### config.mk
export PLATFORM = sky130hd
export DESIGN_NAME = regfile_write_queue_flat
export DESIGN_NICKNAME = d
export VERILOG_FILES = /design/src/rtl/regfile_write_queue_if.sv /design/src/rtl/regfile_write_queue.sv /design/src/flat_wrapper.sv
export SDC_FILE = /design/constraint.sdc
export NUM_CORES = 1
export LEC_CHECK = 0
export BUFFER_PORTS_ARGS = -buffer_cell sky130_fd_sc_hd__buf_4
export CAP_MARGIN = 20
export CORE_MARGIN = 8
export CORE_UTILIZATION = 35
export CTS_CLUSTER_SIZE = 10
export DETAILED_ROUTE_END_ITERATION = 16
export RECOVER_POWER = 25
export SLEW_MARGIN = 20
export SYNTH_ARGS = -nofsm -noshare
export SYNTH_HDL_FRONTEND = slang
export SYNTH_SLANG_ARGS = --single-unit
### constraint.sdc
create_clock -name CLK -period 13.4 [get_ports CLK]
set_input_delay 4.02 -clock CLK [delete_from_list [all_inputs] [get_ports CLK]]
set_output_delay 4.02 -clock CLK [all_outputs]
set_load 0.1 [all_outputs]
### src/rtl/regfile_write_queue_if.sv
// rtl/regfile_write_queue_if.sv - producer, register-file write port and forwarding signals of the write queue
interface regfile_write_queue_if #(
  parameter int DEPTH  = 4,
  parameter int DATA_W = 64,
  parameter int ADDR_W = 5
);
  localparam int CW = $clog2(DEPTH + 1);

  logic              in_valid;
  logic              in_ready;
  logic [ADDR_W-1:0] in_rd;
  logic [DATA_W-1:0] in_data;
  logic              port_grant;
  logic              RegWrite;
  logic [ADDR_W-1:0] rd;
  logic [DATA_W-1:0] write_data;
  logic [ADDR_W-1:0] fwd_rs1;
  logic [ADDR_W-1:0] fwd_rs2;
  logic              fwd_hit1;
  logic [DATA_W-1:0] fwd_data1;
  logic              fwd_hit2;
  logic [DATA_W-1:0] fwd_data2;
  logic [CW-1:0]     count;

  modport slave (
    input  in_valid, in_rd, in_data, port_grant, fwd_rs1, fwd_rs2,
    output in_ready, RegWrite, rd, write_data,
           fwd_hit1, fwd_data1, fwd_hit2, fwd_data2, count
  );

  modport master (
    output in_valid, in_rd, in_data, port_grant, fwd_rs1, fwd_rs2,
    input  in_ready, RegWrite, rd, write_data,
           fwd_hit1, fwd_data1, fwd_hit2, fwd_data2, count
  );
endinterface

### src/rtl/regfile_write_queue.sv
// rtl/regfile_write_queue.sv - writeback FIFO draining into the register file with read forwarding
module regfile_write_queue #(
  parameter int DEPTH  = 4,
  parameter int DATA_W = 64,
  parameter int ADDR_W = 5
) (
  input  logic                  CLK,
  input  logic                  RST,
  regfile_write_queue_if.slave  bus
);
  localparam int PW = $clog2(DEPTH);
  localparam int CW = $clog2(DEPTH + 1);

  logic [ADDR_W-1:0] rd_q   [DEPTH];
  logic [DATA_W-1:0] data_q [DEPTH];
  logic [PW-1:0]     head;
  logic [PW-1:0]     tail;
  logic [CW-1:0]     cnt;

  logic empty;
  logic full;
  logic pop;
  logic push;

  assign empty = (cnt == '0);
  assign full  = (cnt == CW'(DEPTH));
  assign pop   = !empty && bus.port_grant;
  // x0 writes complete the handshake but are dropped here
  assign push  = bus.in_valid && bus.in_ready && (bus.in_rd != '0);

  assign bus.in_ready   = !full || pop;
  assign bus.RegWrite   = pop;
  assign bus.rd         = empty ? '0 : rd_q[head];
  assign bus.write_data = empty ? '0 : data_q[head];
  assign bus.count      = cnt;

  always_ff @(posedge CLK or posedge RST) begin
    if (RST) begin
      head <= '0;
      tail <= '0;
      cnt  <= '0;
      for (int i = 0; i < DEPTH; i++) begin
        rd_q[i]   <= '0;
        data_q[i] <= '0;
      end
    end else begin
      if (push) begin
        rd_q[tail]   <= bus.in_rd;
        data_q[tail] <= bus.in_data;
        tail         <= tail + 1'b1;
      end
      if (pop) begin
        head <= head + 1'b1;
      end
      case ({push, pop})
        2'b10:   cnt <= cnt + 1'b1;
        2'b01:   cnt <= cnt - 1'b1;
        default: cnt <= cnt;
      endcase
    end
  end

  // Walk oldest to youngest so the last match left standing is the youngest
  always_comb begin
    bus.fwd_hit1  = 1'b0;
    bus.fwd_data1 = '0;
    bus.fwd_hit2  = 1'b0;
    bus.fwd_data2 = '0;
    for (int i = 0; i < DEPTH; i++) begin
      if (CW'(i) < cnt) begin
        if ((bus.fwd_rs1 != '0) && (rd_q[head + PW'(i)] == bus.fwd_rs1)) begin
          bus.fwd_hit1  = 1'b1;
          bus.fwd_data1 = data_q[head + PW'(i)];
        end
        if ((bus.fwd_rs2 != '0) && (rd_q[head + PW'(i)] == bus.fwd_rs2)) begin
          bus.fwd_hit2  = 1'b1;
          bus.fwd_data2 = data_q[head + PW'(i)];
        end
      end
    end
  end
endmodule

### src/flat_wrapper.sv
// flat-port wrapper written by rule: the top's interface ports become plain ports
module regfile_write_queue_flat 
#(
  parameter int DEPTH  = 4,
  parameter int DATA_W = 64,
  parameter int ADDR_W = 5
)
  (CLK, RST, bus_in_valid, bus_in_rd, bus_in_data, bus_port_grant, bus_fwd_rs1, bus_fwd_rs2, bus_in_ready, bus_RegWrite, bus_rd, bus_write_data, bus_fwd_hit1, bus_fwd_data1, bus_fwd_hit2, bus_fwd_data2, bus_count);
  regfile_write_queue_if #(.DEPTH(DEPTH), .DATA_W(DATA_W), .ADDR_W(ADDR_W)) bus_i ();
  input  logic CLK;
  input  logic RST;
  input wire logic [$bits(bus_i.in_valid)-1:0] bus_in_valid;
  input wire logic [$bits(bus_i.in_rd)-1:0] bus_in_rd;
  input wire logic [$bits(bus_i.in_data)-1:0] bus_in_data;
  input wire logic [$bits(bus_i.port_grant)-1:0] bus_port_grant;
  input wire logic [$bits(bus_i.fwd_rs1)-1:0] bus_fwd_rs1;
  input wire logic [$bits(bus_i.fwd_rs2)-1:0] bus_fwd_rs2;
  output wire logic [$bits(bus_i.in_ready)-1:0] bus_in_ready;
  output wire logic [$bits(bus_i.RegWrite)-1:0] bus_RegWrite;
  output wire logic [$bits(bus_i.rd)-1:0] bus_rd;
  output wire logic [$bits(bus_i.write_data)-1:0] bus_write_data;
  output wire logic [$bits(bus_i.fwd_hit1)-1:0] bus_fwd_hit1;
  output wire logic [$bits(bus_i.fwd_data1)-1:0] bus_fwd_data1;
  output wire logic [$bits(bus_i.fwd_hit2)-1:0] bus_fwd_hit2;
  output wire logic [$bits(bus_i.fwd_data2)-1:0] bus_fwd_data2;
  output wire logic [$bits(bus_i.count)-1:0] bus_count;
  assign bus_i.in_valid = bus_in_valid;
  assign bus_i.in_rd = bus_in_rd;
  assign bus_i.in_data = bus_in_data;
  assign bus_i.port_grant = bus_port_grant;
  assign bus_i.fwd_rs1 = bus_fwd_rs1;
  assign bus_i.fwd_rs2 = bus_fwd_rs2;
  assign bus_in_ready = bus_i.in_ready;
  assign bus_RegWrite = bus_i.RegWrite;
  assign bus_rd = bus_i.rd;
  assign bus_write_data = bus_i.write_data;
  assign bus_fwd_hit1 = bus_i.fwd_hit1;
  assign bus_fwd_data1 = bus_i.fwd_data1;
  assign bus_fwd_hit2 = bus_i.fwd_hit2;
  assign bus_fwd_data2 = bus_i.fwd_data2;
  assign bus_count = bus_i.count;
  regfile_write_queue #(.DEPTH(DEPTH), .DATA_W(DATA_W), .ADDR_W(ADDR_W)) u_core (.CLK(CLK), .RST(RST), .bus(bus_i));
endmodule
After elaboration in Yosys (flattened, before gate mapping)
Cells that the tools add are included.

Add/subtract/negate cells: 6. Multiplexer cells: 65. Reductions and logical operators: 20. Eq/ne operators: 11. Order comparisons: 10. Bitwise logic cells: 5.

Operator list (count): 2-to-1 mux 64 bit (26); binary-select mux 64 bit (select 2 bit) (4); bitwise mux 256 bit (1); demux 64 bit (select 2 bit) (1); 2-to-1 mux 5 bit (10); binary-select mux 5 bit (select 2 bit) (4); equality test 5 bit (8); bitwise mux 20 bit (1); 2-to-1 mux 1 bit (16); greater-or-equal comparator 3 bit, second input constant (5); NOT 2 -> 3 bit (5); nonzero test 5 bit (3); logical AND 1 bit (12); demux 5 bit (select 2 bit) (1); less-than comparator 1 x 3 -> 1 bit, first input constant (2); less-than comparator 2 x 3 -> 1 bit, first input constant (2); one-hot mux 3 bit (2 select lines) (1); adder 2 x 1 -> 2 bit, second input constant (2); adder 2 bit, second input constant (2); adder 3 x 1 -> 3 bit, second input constant (1); equality test 3 bit, second input constant (1); logical NOT 3 bit (1); less-than comparator 3 x 1 -> 1 bit, second input constant (1); subtractor 3 x 1 -> 3 bit, second input constant (1); 5 further kinds (6).

Logic and storage cells: 128. Output and inout bits: 204. Input port bits: 83. Bits in registers: 283.

Depth between registers and ports, before layout
Word-level depth: 14. Gate-level depth with buffers: 13. Gate-level depth less buffers: 10.

Worst setup path before layout
No wires, ideal clock.

Kind: input -> output. From: input bus_fwd_rs1[2]. To: output bus_fwd_data1[10]. Path buffers: 3. Stages: 10. Setup slack: 1.334 ns. Arrival time: 8.046 ns. Data required time: 9.380 ns. Path through: clkbuf_1 -> or4_1 -> nor2_1 -> nor2_1 -> nand4_1 -> or2_2 -> clkbuf_1 -> clkbuf_1 -> nor2_1 -> o31ai_1.

Cells in the longest elaborated chain, start to end: 10. Elaborated cells on any way between the ends: 17. Classes of those cells: 4 x eq/ne; 8 x mux; 5 x reduce/logical.

Ends and longest elaborated chain: from (decl) (line flat_wrapper.sv:16) `input wire logic [$bits(bus_i.fwd_rs1)-1:0] bus_fwd_rs1;`; equality test 5 bit / nonzero test 5 bit (equally long branches) (line regfile_write_queue.sv:71) `if ((bus.fwd_rs1 != '0) && (rd_q[head + PW'(i)] == bus.fwd_rs1)) begin`; logical AND 1 bit (line regfile_write_queue.sv:71); 2-to-1 mux 64 bit (line regfile_write_queue.sv:71); 2-to-1 mux 64 bit (line regfile_write_queue.sv:70) `if (CW'(i) < cnt) begin`; 2-to-1 mux 64 bit (line regfile_write_queue.sv:71); 2-to-1 mux 64 bit (line regfile_write_queue.sv:70); 2-to-1 mux 64 bit (line regfile_write_queue.sv:71); 2-to-1 mux 64 bit (line regfile_write_queue.sv:70); 2-to-1 mux 64 bit (line regfile_write_queue.sv:71); 2-to-1 mux 64 bit * (line regfile_write_queue.sv:70); to (decl) (line flat_wrapper.sv:23) `output wire logic [$bits(bus_i.fwd_data1)-1:0] bus_fwd_data1;`.

Mark *: on every way between the ends. The rest lies on a longest branch, timed or not.

Worst setup path after layout
From: input bus_fwd_rs2[1]. To: output bus_fwd_data2[57].

Cells in the longest elaborated chain, start to end: 10. Elaborated cells on any way between the ends: 17. Classes of those cells: 4 x eq/ne; 8 x mux; 5 x reduce/logical.

Ends and longest elaborated chain: from (decl) (line flat_wrapper.sv:17) `input wire logic [$bits(bus_i.fwd_rs2)-1:0] bus_fwd_rs2;`; equality test 5 bit / nonzero test 5 bit (equally long branches) (line regfile_write_queue.sv:75) `if ((bus.fwd_rs2 != '0) && (rd_q[head + PW'(i)] == bus.fwd_rs2)) begin`; logical AND 1 bit (line regfile_write_queue.sv:75); 2-to-1 mux 64 bit (line regfile_write_queue.sv:75); 2-to-1 mux 64 bit (line regfile_write_queue.sv:70); 2-to-1 mux 64 bit (line regfile_write_queue.sv:75); 2-to-1 mux 64 bit (line regfile_write_queue.sv:70); 2-to-1 mux 64 bit (line regfile_write_queue.sv:75); 2-to-1 mux 64 bit (line regfile_write_queue.sv:70); 2-to-1 mux 64 bit (line regfile_write_queue.sv:75); 2-to-1 mux 64 bit * (line regfile_write_queue.sv:70); to (decl) (line flat_wrapper.sv:25) `output wire logic [$bits(bus_i.fwd_data2)-1:0] bus_fwd_data2;`.

Marks and branches as above.

==> impl_metrics.env <==
export IMPL_start_util_pct=35.4
export IMPL_synth_seq_area_share_pct=32.5
export IMPL_route_detailed_drc=0
export IMPL_tightest_slew_ps=6460
export IMPL_synth_edf_count=0
export IMPL_yosysTopAreaCell="dfrtp_1"
export IMPL_hold_viol=0
export IMPL_row_count=91
export IMPL_cts_setup_buffers=0
export IMPL_status="complete, but fails checks"
export IMPL_multi_input_area_mm2=0.0138
export IMPL_area_growth_pct=17.0
export IMPL_drive_above_1_share_pct=29.8
export IMPL_synth_nets=2477
export IMPL_finalSetupTns_ps=0
export IMPL_min_period_ps=11700
export IMPL_drv_cap=1
export IMPL_grt_max_degree=164
export IMPL_seq_area_mm2=0.00709
export IMPL_clkLatencyLatePin_ps=530
export IMPL_numCtsBuffers=37
export IMPL_synthTopCellsByArea="dfrtp_1 33%, mux2_2 18%, mux2i_1 12%, nand2_1 4.7%, nor2_1 3.7%"
export IMPL_synth_area_per_cell_um2=9.13
export IMPL_clk_pin_slew_ps=60
export IMPL_dieArea_mm2=0.0705
export IMPL_synthArstFlopShare_pct=100
export IMPL_required_ps=9380
export IMPL_clock_root_buffer="clkbuf_16"
export IMPL_synth_flop_cell="dfrtp_1"
export IMPL_fin_nets=2599
export IMPL_grt_pass1_vias=19720
export IMPL_synth_warnings=0
export IMPL_finalCritPeriodShare_pct=87.3
export IMPL_grt_overflow=0
export IMPL_slew_headroom_pct=-331
export IMPL_final_common_cell="mux2_2"
export IMPL_first_iter_violations=1581
export IMPL_slew_viol_final=142
export IMPL_cts_hold_buffers=0
export IMPL_fp_dieH_um=265
export IMPL_dieWidth_um=265
export IMPL_final_cell_mix="357 x mux2_2, 307 x buf_4, 281 x dfrtp_1"
export IMPL_timing_setup_critical_path_class="in2out"
export IMPL_clock_skew_ps=17.3
export IMPL_yosysTopAreaCellShare_pct=32.5
export IMPL_track_usage_pct=19.9
export IMPL_finalSetupViolCount=0
export IMPL_ys_types=50
export IMPL_violations="capacitance limit, slew limit"
export IMPL_ios=287
export IMPL_netlist_area_mm2=0.0218
export IMPL_n_fill_cell=5974
export IMPL_ys_seq_elements=283
export IMPL_drt_wirelength_per_cell_um=21.8
export IMPL_vias=19489
export IMPL_end_kind="primary output"
export IMPL_detail_route_antenna_nets=0
export IMPL_cts_repair_resized=0
export IMPL_syn_inst=2385
export IMPL_fmax_ghz=0.0855
export IMPL_core_area_mm2=0.0616
export IMPL_avgViaCountPerCell=5.79
export IMPL_gp_congestion=0.829
export IMPL_dp_hpwl_um=47300
export IMPL_clock_path_buffers=3
export IMPL_cp_max_fo=40
export IMPL_min_path_type="reg2reg"
export IMPL_wl_um=73200
export IMPL_grt_pass1_wl_um=113000
export IMPL_cts_sinks=283
export IMPL_antenna_found_initial=4
export IMPL_htreeDepth=2
export IMPL_first_pass_iters=6
export IMPL_worstPathArrival_ps=7680
export IMPL_rsz0062_at_grt="no"
export IMPL_cts_tree="yes"
export IMPL_crit_path_start_kind="primary input"
export IMPL_portBuffers=286
[synthesized netlist by cell type, types with 2 or more instances]
cell type	instances
mux2_2	357
dfrtp_1	283
nand2_1	271
mux2i_1	266
nor2_1	216
o21ai_0	135
clkbuf_1	116
nor3_1	75
nand2b_1	65
a21oi_1	64
nand4_1	64
o22ai_1	64
o31ai_1	64
a211oi_1	60
o211a_1	59
buf_2	57
buf_1	47
xor2_1	24
xnor2_1	20
ha_1	9
nor2b_1	8
buf_6	7
inv_1	7
mux4_2	7
and2_1	5
buf_4	4
o221a_2	4
mux2_1	2
nand3_1	2
o221ai_1	2
or4_1	2
[through the flow]
stage / cell area, um2 / instances / util, % / setup slack, ps / hold slack [ps]
after floorplan: 21800 / 2385 / - / 1330 / 496
after global placement: 24400 / 3304 / 39.6 / 1690 / 503
after detailed placement: 24400 / 3305 / 39.6 / 1670 / 512
after CTS: 25500 / 3364 / 41.4 / 1670 / 525
after global routing: 25500 / 3365 / 41.4 / 1530 / 535
final: 25500 / 3366 / 41.4 / 1700 / 523
[area by class of cell]
class,count,area share [%]
antenna,2,0.0196
clock buffer,55,4.13
clock inverter,4,0.177
inverter,8,0.142
multi-input combinational,1863,54.1
sequential,283,27.8
tap,837,4.11
timing repair buffer,314,9.52
[kinds of logic (layout without fill, tap and decap cells)]
group | after synthesis | after routing | share of synthesized area, %
xor+xnor | 44 | 44 | 1.77
flops | 283 | 283 | 32.5
mux | 634 | 634 | 31.7
compound gates | 459 | 459 | 14.0
buf+inv | 239 | 381 | 4.76
other cells | 0 | 2 | 0
fa+ha+maj | 9 | 9 | 0.517
simple gates | 717 | 717 | 14.8
[worst max-delay path: stages]
cell	delay [ps]
buf_4	150
or4_1	510
nor2_1	300
nor2_4	70
nand3_2	350
nand4_4	840
buf_4	570
o221a_2	330
o22ai_1	190
buf_4	320
[sequential cells by signal, summed over array words and instances (netlist names)]
register,count
u_core.bus.count,3
u_core.data_q,256
u_core.head,2
u_core.rd_q,20
u_core.tail,2
[worst paths after layout]
kind	start	depth (start not counted)	slack (ps)	end
max in group asynchronous	RST	2	4970	u_core.data_q[24]
worst max-delay path	bus_fwd_rs2[1]	10	1700	bus_fwd_data2[57]
min in group asynchronous	RST	2	5440	u_core.data_q[244]
worst min register to register	u_core.data_q[2]	1	520	u_core.data_q[2]
worst min-delay path	u_core.data_q[2]	1	520	u_core.data_q[2]
worst max register to register	u_core.bus.count[0]	8	9650	u_core.data_q[94]
[routing by layer]
metal	wire length, um	part of all wire [%]	global-route usage, %
met1	31800	43	25.6
met2	34600	47	33.2
met3	4990	6.8	3.75
met4	1870	2.5	6.97
met5	7	0.0096	0
Power is left out: the tool's default activity adds up to more than one toggle a clock period on the data nets, which glitch-free logic cannot reach.
